<file path="src/rtl/mem_unit_if.sv">
// Data-memory request/acknowledge bus between mem_unit (master) and a word-wide,
// variable-latency data memory (slave).
interface mem_unit_if;
  logic        dm_req;
  logic        dm_we;
  logic [3:0]  dm_be;
  logic [31:0] dm_addr;
  logic [31:0] dm_wdata;
  logic [31:0] dm_rdata;
  logic        dm_ack;

  modport master (
    output dm_req, dm_we, dm_be, dm_addr, dm_wdata,
    input  dm_rdata, dm_ack
  );

  modport slave (
    input  dm_req, dm_we, dm_be, dm_addr, dm_wdata,
    output dm_rdata, dm_ack
  );
endinterface

</file>
<file path="src/rtl/mem_unit.sv">
// MEM-stage access unit: runs one req/ack transaction per load/store, stalls the
// pipeline while it is outstanding, and flags misaligned or timed-out accesses.
module mem_unit #(
  parameter int unsigned TIMEOUT = 255
) (
  input  logic        clk,
  input  logic        rstn,
  input  logic        req_valid,
  input  logic        MEMWr,
  input  logic [1:0]  MEMOp,
  input  logic        loadSignExt,
  input  logic [31:0] addr,
  input  logic [31:0] wdata,
  output logic        stall,
  output logic [31:0] ld_data,
  output logic        ld_valid,
  output logic        addr_err,
  output logic        bus_err,
  output logic        err_sticky,
  output logic [31:0] err_addr,
  mem_unit_if.master  dm
);

  // def.v encodings
  localparam logic [1:0] MEMOP_BYTE     = 2'b00;
  localparam logic [1:0] MEMOP_HALFWORD = 2'b01;
  localparam logic [1:0] MEMOP_WORD     = 2'b10;

  localparam logic [1:0] StIdle = 2'd0;
  localparam logic [1:0] StWait = 2'd1;
  localparam logic [1:0] StDone = 2'd2;

  localparam logic [15:0] TimeoutW = 16'(TIMEOUT);

  logic [1:0]  state_q, state_d;
  logic [15:0] cnt_q, cnt_d;
  logic [1:0]  op_q, op_d;
  logic        sext_q, sext_d;
  logic [31:0] addr_q, addr_d;
  logic        dm_req_q, dm_req_d;
  logic        dm_we_q, dm_we_d;
  logic [3:0]  dm_be_q, dm_be_d;
  logic [31:0] dm_wdata_q, dm_wdata_d;
  logic [31:0] ld_data_q, ld_data_d;
  logic        ld_valid_q, ld_valid_d;
  logic        addr_err_q, addr_err_d;
  logic        bus_err_q, bus_err_d;
  logic        err_sticky_q, err_sticky_d;
  logic [31:0] err_addr_q, err_addr_d;

  logic        aligned;
  logic [3:0]  be_new;
  logic [31:0] wdata_masked;
  logic [31:0] rd_shift;
  logic [31:0] ld_ext;
  logic [15:0] cnt_inc;

  always_comb begin
    aligned      = 1'b1;
    be_new       = 4'b1111;
    wdata_masked = wdata;
    case (MEMOp)
      MEMOP_BYTE: begin
        be_new       = 4'b0001 << addr[1:0];
        wdata_masked = {24'b0, wdata[7:0]};
      end
      MEMOP_HALFWORD: begin
        aligned      = ~addr[0];
        be_new       = 4'b0011 << addr[1:0];
        wdata_masked = {16'b0, wdata[15:0]};
      end
      default: aligned = (addr[1:0] == 2'b00);
    endcase
  end

  // Alignment guarantees a halfword lane is addr[1]*2 and a word lane is 0,
  // so one right shift by the byte offset serves all sizes.
  always_comb begin
    rd_shift = dm.dm_rdata >> {addr_q[1:0], 3'b000};
    case (op_q)
      MEMOP_BYTE:     ld_ext = {{24{sext_q & rd_shift[7]}}, rd_shift[7:0]};
      MEMOP_HALFWORD: ld_ext = {{16{sext_q & rd_shift[15]}}, rd_shift[15:0]};
      default:        ld_ext = rd_shift;
    endcase
  end

  assign cnt_inc = cnt_q + 16'd1;
  assign stall   = ((state_q == StIdle) & req_valid & aligned) | (state_q == StWait);

  always_comb begin
    state_d      = state_q;
    cnt_d        = cnt_q;
    op_d         = op_q;
    sext_d       = sext_q;
    addr_d       = addr_q;
    dm_req_d     = dm_req_q;
    dm_we_d      = dm_we_q;
    dm_be_d      = dm_be_q;
    dm_wdata_d   = dm_wdata_q;
    ld_data_d    = ld_data_q;
    ld_valid_d   = 1'b0;
    addr_err_d   = 1'b0;
    bus_err_d    = 1'b0;
    err_sticky_d = err_sticky_q;
    err_addr_d   = err_addr_q;
    case (state_q)
      StIdle: begin
        if (req_valid && aligned) begin
          state_d    = StWait;
          cnt_d      = 16'd0;
          op_d       = MEMOp;
          sext_d     = loadSignExt;
          addr_d     = addr;
          dm_req_d   = 1'b1;
          dm_we_d    = MEMWr;
          dm_be_d    = be_new;
          dm_wdata_d = wdata_masked << {addr[1:0], 3'b000};
        end else if (req_valid) begin
          addr_err_d   = 1'b1;
          err_sticky_d = 1'b1;
          err_addr_d   = addr;
        end
      end
      StWait: begin
        // An ack in the same cycle the counter expires still completes normally.
        if (dm.dm_ack) begin
          state_d  = StDone;
          dm_req_d = 1'b0;
          dm_we_d  = 1'b0;
          dm_be_d  = 4'b0000;
          if (!dm_we_q) begin
            ld_data_d  = ld_ext;
            ld_valid_d = 1'b1;
          end
        end else if (cnt_inc == TimeoutW) begin
          state_d      = StDone;
          dm_req_d     = 1'b0;
          dm_we_d      = 1'b0;
          dm_be_d      = 4'b0000;
          ld_data_d    = 32'd0;
          bus_err_d    = 1'b1;
          err_sticky_d = 1'b1;
          err_addr_d   = addr_q;
        end else begin
          cnt_d = cnt_inc;
        end
      end
      default: state_d = StIdle;
    endcase
  end

  always_ff @(posedge clk or negedge rstn) begin
    if (!rstn) begin
      state_q      <= StIdle;
      cnt_q        <= 16'd0;
      op_q         <= 2'b00;
      sext_q       <= 1'b0;
      addr_q       <= 32'd0;
      dm_req_q     <= 1'b0;
      dm_we_q      <= 1'b0;
      dm_be_q      <= 4'b0000;
      dm_wdata_q   <= 32'd0;
      ld_data_q    <= 32'd0;
      ld_valid_q   <= 1'b0;
      addr_err_q   <= 1'b0;
      bus_err_q    <= 1'b0;
      err_sticky_q <= 1'b0;
      err_addr_q   <= 32'd0;
    end else begin
      state_q      <= state_d;
      cnt_q        <= cnt_d;
      op_q         <= op_d;
      sext_q       <= sext_d;
      addr_q       <= addr_d;
      dm_req_q     <= dm_req_d;
      dm_we_q      <= dm_we_d;
      dm_be_q      <= dm_be_d;
      dm_wdata_q   <= dm_wdata_d;
      ld_data_q    <= ld_data_d;
      ld_valid_q   <= ld_valid_d;
      addr_err_q   <= addr_err_d;
      bus_err_q    <= bus_err_d;
      err_sticky_q <= err_sticky_d;
      err_addr_q   <= err_addr_d;
    end
  end

  assign dm.dm_req   = dm_req_q;
  assign dm.dm_we    = dm_we_q;
  assign dm.dm_be    = dm_be_q;
  assign dm.dm_addr  = {addr_q[31:2], 2'b00};
  assign dm.dm_wdata = dm_wdata_q;
  assign ld_data     = ld_data_q;
  assign ld_valid    = ld_valid_q;
  assign addr_err    = addr_err_q;
  assign bus_err     = bus_err_q;
  assign err_sticky  = err_sticky_q;
  assign err_addr    = err_addr_q;

endmodule

</file>
<file path="src/flat_wrapper.sv">
// flat-port wrapper written by rule: the top's interface ports become plain ports
module mem_unit_flat 
#(
  parameter int unsigned TIMEOUT = 255
)
  (clk, rstn, req_valid, MEMWr, MEMOp, loadSignExt, addr, wdata, stall, ld_data, ld_valid, addr_err, bus_err, err_sticky, err_addr, dm_dm_req, dm_dm_we, dm_dm_be, dm_dm_addr, dm_dm_wdata, dm_dm_rdata, dm_dm_ack);
  mem_unit_if dm_i ();
  input  logic clk;
  input  logic rstn;
  input  logic req_valid;
  input  logic MEMWr;
  input  logic [1:0] MEMOp;
  input  logic loadSignExt;
  input  logic [31:0] addr;
  input  logic [31:0] wdata;
  output logic stall;
  output logic [31:0] ld_data;
  output logic ld_valid;
  output logic addr_err;
  output logic bus_err;
  output logic err_sticky;
  output logic [31:0] err_addr;
  output wire logic [$bits(dm_i.dm_req)-1:0] dm_dm_req;
  output wire logic [$bits(dm_i.dm_we)-1:0] dm_dm_we;
  output wire logic [$bits(dm_i.dm_be)-1:0] dm_dm_be;
  output wire logic [$bits(dm_i.dm_addr)-1:0] dm_dm_addr;
  output wire logic [$bits(dm_i.dm_wdata)-1:0] dm_dm_wdata;
  input wire logic [$bits(dm_i.dm_rdata)-1:0] dm_dm_rdata;
  input wire logic [$bits(dm_i.dm_ack)-1:0] dm_dm_ack;
  assign dm_dm_req = dm_i.dm_req;
  assign dm_dm_we = dm_i.dm_we;
  assign dm_dm_be = dm_i.dm_be;
  assign dm_dm_addr = dm_i.dm_addr;
  assign dm_dm_wdata = dm_i.dm_wdata;
  assign dm_i.dm_rdata = dm_dm_rdata;
  assign dm_i.dm_ack = dm_dm_ack;
  mem_unit #(.TIMEOUT(TIMEOUT)) u_core (.clk(clk), .rstn(rstn), .req_valid(req_valid), .MEMWr(MEMWr), .MEMOp(MEMOp), .loadSignExt(loadSignExt), .addr(addr), .wdata(wdata), .stall(stall), .ld_data(ld_data), .ld_valid(ld_valid), .addr_err(addr_err), .bus_err(bus_err), .err_sticky(err_sticky), .err_addr(err_addr), .dm(dm_i));
endmodule
</file>
<file path="config.mk">
export PLATFORM = sky130hd
export DESIGN_NAME = mem_unit_flat
export DESIGN_NICKNAME = d
export VERILOG_FILES = /design/src/rtl/mem_unit_if.sv /design/src/rtl/mem_unit.sv /design/src/flat_wrapper.sv
export SDC_FILE = /design/constraint.sdc
export NUM_CORES = 1
export LEC_CHECK = 0
export CAP_MARGIN = 20
export CORE_MARGIN = 2
export CORE_UTILIZATION = 40
export CTS_BUF_LIST = sky130_fd_sc_hd__clkbuf_16
export CTS_CLUSTER_DIAMETER = 200
export DETAILED_ROUTE_END_ITERATION = 10
export GPL_TIMING_DRIVEN = 1
export PLACE_DENSITY = 0.76
export SLEW_MARGIN = 20
export SYNTH_ARGS = -nofsm -noshare
export SYNTH_HDL_FRONTEND = slang
export SYNTH_SLANG_ARGS = --single-unit
</file>
<file path="constraint.sdc">
create_clock -name clk -period 4.65 [get_ports clk]
set_input_delay 1.395 -clock clk [delete_from_list [all_inputs] [get_ports clk]]
set_output_delay 1.395 -clock clk [all_outputs]
set_load 0.03 [all_outputs]
</file>
== After elaboration in Yosys (flattened, before gate mapping) ==
Cells that the tools add are included.
Operators by class
  shift-type cells: 4
  equality and inequality tests: 12
  bitwise operators: 6
  add/sub/neg operators: 1
  muxes and demuxes: 44
  reduce and logical (&&, ||, !) cells: 13
Operator list (number)
  32-bit two-way mux: 7
  32-bit case mux with 2 select lines: 3
  16-bit two-way mux: 3
  16-bit case mux with 2 select lines: 1
  32-bit by 5-bit << shifter with 32-bit output: 1
  32-bit by 5-bit >> shifter with 32-bit output: 1
  1-bit two-way mux: 17
  16-bit by 1-bit adder with 16-bit output (second input constant): 1
  16-bit by 8-bit equality test with 1-bit output (second input constant): 1
  4-bit case mux with 2 select lines: 2
  2-bit inequality test (second input constant): 7
  4-bit two-way mux: 3
  2-bit zero test: 4
  1-bit case mux with 2 select lines: 4
  2-bit by 1-bit equality test with 1-bit output (second input constant): 3
  2-bit two-way mux: 3
  3-bit AND reduction: 2
  5-bit AND reduction: 1
  1-bit bitwise AND: 4
  2-bit case mux with 2 select lines: 1
  2-bit AND reduction: 2
  4-bit AND reduction: 1
  2-bit nonzero test: 2
  1-bit by 2-bit << shifter with 4-bit output (first input constant): 1
  5 further kinds: 5
Storage, ports and cells
  bits in registers: 159
  bits of input ports: 104
  logic and storage cells: 95
  output and inout port bits: 139

== Logic depth before layout (Yosys ltp) ==
  depth after elaboration: 5
  gate-level depth with buffers: 10
  depth with buffers taken out: 10

== Worst setup path after synthesis ==
No wires, ideal clock.
  kind: input -> output
  start: input port addr[0]
  end: output port stall
  buffers on the path: 2
  stages on the path: 7
  data arrival time: 2.943 ns
  setup slack: 0.312 ns
  data required time: 3.255 ns
  cell sequence: inv_1 nor2_1 o22ai_1 nand3_1 clkbuf_1 clkbuf_1 nand2_1
Between the ends
  cells in the longest elaborated chain, start to end: 4
  elaborated cells on any way between the ends: 5
  classes of those cells: mux (1); bitwise (3); reduce/logical (1)
RTL lines
  start: declaration: line flat_wrapper.sv:14  | input logic [31:0] addr;
  2-bit zero test / 1-bit NOT (equally long branches): line mem_unit.sv:72, mem_unit.sv:68
  1-bit case mux with 2 select lines *: line mem_unit.sv:62  | case (MEMOp)
  1-bit bitwise AND *: line mem_unit.sv:88  | assign stall = ((state_q == StIdle) & req_valid & aligned) | (state_q == StWait);
  1-bit OR *: line mem_unit.sv:88
  end: declaration: line flat_wrapper.sv:16  | output logic stall;
Mark *: on every way between the ends. The rest lies on a longest branch, timed or not.

== Final worst setup path ==
  start: input port MEMOp[0]
  end: output port stall
Between the ends
  cells in the longest elaborated chain, start to end: 4
  elaborated cells on any way between the ends: 5
  classes of those cells: eq/ne (1); mux (1); bitwise (2); reduce/logical (1)
RTL lines
  start: declaration: line flat_wrapper.sv:12  | input logic [1:0] MEMOp;
  2-bit by 1-bit equality test with 1-bit output / 2-bit zero test (equally long branches): line mem_unit.sv:62
  1-bit case mux with 2 select lines *: line mem_unit.sv:62
  1-bit bitwise AND *: line mem_unit.sv:88
  1-bit OR *: line mem_unit.sv:88
Marks and branches as above.

==> run summary <==
Yosys warning count -> 0
# rows -> 51
Slew Viols, Final -> 0
CTS tree -> done
Crit. End Element -> output port
routed len/inst -> 18.5 um
Worst Tran Pin Value -> 0.997 ns
status -> completed
Skew-Pair Late Insertion Delay -> 0.42 ns
WP data required -> 3.25 ns
Top FF cell, synth -> dfrtp_1
Worst Path Class, Setup -> input pin to output port
FF-to-FF Start -> u_core.cnt_q[9]$_DFFE_PN0P_
area leader, netlist -> dfrtp_1
share of cells above drive strength 1 -> 11.7%
crit-path max FO -> 7
Post-CTS Resized -> 0
DR iter-0 viols -> 289
Num CTS Buffers -> 17
NetSw -> 2520 uW
Finish-stage setup viols -> 0
final setup margin -> 0.169 ns
Synth top area share -> 49.5%
Post-synth EDFFs -> 0
register area share after synthesis -> 49.5%
grt ovf -> 0
setup bufs post-CTS -> 0
H-tree levels -> 4
Layout area overhead -> 36.8%
top cells by count, synth -> dfrtp_1 (159), nand2_1 (109), o22a_1 (62)
final period utilization -> 96.4%
crit start category -> input pin
DRT antenna net count -> 0
n_diodes -> 0
final wirelength -> 23.1 mm
synthesized cell area -> 8040 sq um
Logic pwr share -> 45.9%
Mapped Cells -> 787
Avg Inst Size Synth -> 10.2 sq um
most frequent cell after synthesis -> dfrtp_1
Die Wd -> 146 um
Buffers on Ports -> 240
clk_skew -> 0.0144 ns
arrival time at the worst endpoint -> 3.09 ns
Netlist cell types -> 56
core area -> 19600 sq um
clock transition at the registers of the reported paths -> 0.06 ns
Multi-input gate area -> 3570 sq um
Die Area -> 21200 sq um
Total Routing Usage GR -> 21.7%
CTS Sinks -> 159
Post-synth ARST share -> 100%
Max-slew headroom -> 33.4%
Hold WC Path Type -> flop to flop
Synth area leaders -> dfrtp_1 (50%), mux2_2 (7.7%), o22a_1 (6.8%), nand2_1 (5.1%), buf_4 (3.4%)
register area -> 3980 sq um
Lkg Pwr -> 0.00454 uW
starting density of the core -> 41.0%
initial antenna violation count -> 0
area post-placement -> 10400 sq um
crit path from -> MEMOp[0]
vias in the first global route -> 6744
Max IR drop VDD -> 0.348 mV
largest net degree at the start of global routing -> 82
hpwl dp -> 16.0 mm
pre-CTS setup slack -> 0.160 ns
GPL Wtd Cong -> 0.885
hold buffer count at CTS -> 0
drt drc -> 0
Reg power frac -> 33.6%
Final #Nets -> 1077
register bit count reported by yosys -> 159
Ports -> 243
die height -> 146 um
first-pass GRT wire length -> 37.3 mm
pwr dens -> 577 nW/um^2
sw frac -> 39.7%
filler cell count in the final layout -> 1714
Clock Power Share -> 20.6%
Hold Fails Final Rpt -> 0
clock period minus worst slack -> 4.48 ns
Final Instance Area -> 11000 sq um
Final TNS setup -> 0 ns
Max Root-Sink Buffers -> 2
RSZ-0062 raised after global routing -> no
Max-Cap Viols -> 0
HP Start -> u_core.err_sticky$_DFFE_PN0P_
Root Driver -> clkbuf_16
internal power -> 3830 uW
Via-to-Cell Ratio -> 5.45
DR pass1 iterations -> 5
Max Freq -> 223 MHz
Via Count -> 6800
## layout make-up
cell class | instances | area share, %
flip-flops and latches | 159 | 36.2
inverters | 9 | 0.307
well taps | 265 | 3.02
clock buffers | 17 | 3.87
clock inverters | 14 | 1.09
multi-input cells | 529 | 32.4
repair buffers | 255 | 23.1
## layer usage
layer,vias to the layer above,part of all wire (%),global-route usage (%)
met3,30,7.5,6.30
met2,245,48,34.6
met4,0,2.2,7.50
li1,3203,-,-
met5,-,0,0
met1,3322,42,28.4
## power groups by stage
stage	Clock, uW	Combinational, uW	Sequential (uW)
final	1310	2910	2130
after global routing	1390	3070	2190
after CTS	1330	2930	2130
after detailed placement	0	2920	2150
after global placement	0	2890	2130
after floorplan	0	1160	2760
## worst paths after layout
| kind | slack (ns) | cells past startpoint | to |
|---|---|---|---|
| hold / removal | 0.47 | 1 | u_core.err_sticky$_DFFE_PN0P_ |
| min in group asynchronous | 1.03 | 1 | u_core.err_addr[25]$_DFFE_PN0P_ |
| hold reg to reg | 0.47 | 1 | u_core.err_sticky$_DFFE_PN0P_ |
| max in group asynchronous | 2.75 | 2 | u_core.dm.dm_wdata[8]$_DFFE_PN0N_ |
| setup reg to reg | 1.85 | 8 | u_core.err_addr[4]$_DFFE_PN0P_ |
| setup / recovery | 0.17 | 7 | stall |
## through the flow
| step | util, % | instances | hold WS (ns) | power [uW] |
|---|---|---|---|---|
| after floorplan | - | 788 | 0.485 | 3910 |
| after global placement | 53.3 | 1217 | 0.451 | 5020 |
| after detailed placement | 53.3 | 1217 | 0.455 | 5060 |
| after CTS | 56.1 | 1248 | 0.471 | 6400 |
| after global routing | 56.1 | 1248 | 0.499 | 6660 |
| final | 56.1 | 1248 | 0.469 | 6350 |
## sequential cells by signal, indices dropped and copies added (netlist names), 2 cells and up
signal / flops
u_core.state_q: 2
u_core.dm.dm_be: 4
u_core.cnt_q: 16
u_core.op_q: 2
u_core.err_addr: 32
u_core.dm.dm_wdata: 32
u_core.ld_data: 32
u_core.addr_q: 32
## cell usage in the layout, fill, tap and decap left out, types with 4 or more instances in the layout
cell / instances
and3_1: 13
inv_1: 9
mux2_2: 55
clkdlybuf4s50_1: 238
buf_4: 14
nand4_1: 4
o22ai_1: 19
a21o_1: 4
nand3_1: 11
or2_2: 4
clkinv_4: 4
a22o_1: 18
a31oi_1: 7
a21oi_1: 29
mux2i_1: 22
o21ai_0: 54
o22a_1: 62
a22oi_1: 6
nor3_1: 10
a2bb2oi_1: 10
nand2_1: 109
nand2b_1: 6
o31ai_1: 12
dfrtp_1: 159
nor2_1: 25
clkbuf_16: 17
## critical path, cell delays in order
cell	delay [ns]
clkdlybuf4s50_1	0.47
inv_1	0.07
nor2_1	0.49
o22ai_1	0.27
nand3_4	0.14
nand2_1	0.06
buf_4	0.18
## kinds of logic (layout without fill, tap and decap cells)
group / count (synthesis) / count (layout) / share of synthesized area [%]
compound gates: 240 / 240 / 21.1
xor+xnor: 5 / 5 / 0.545
fa+ha+maj: 2 / 2 / 0.311
buf+inv: 100 / 295 / 6.48
flops: 159 / 159 / 49.5
mux: 77 / 77 / 10.4
other cells: 1 / 2 / 0.0467
simple gates: 203 / 203 / 11.6
(Power assumes the default switching activity.)
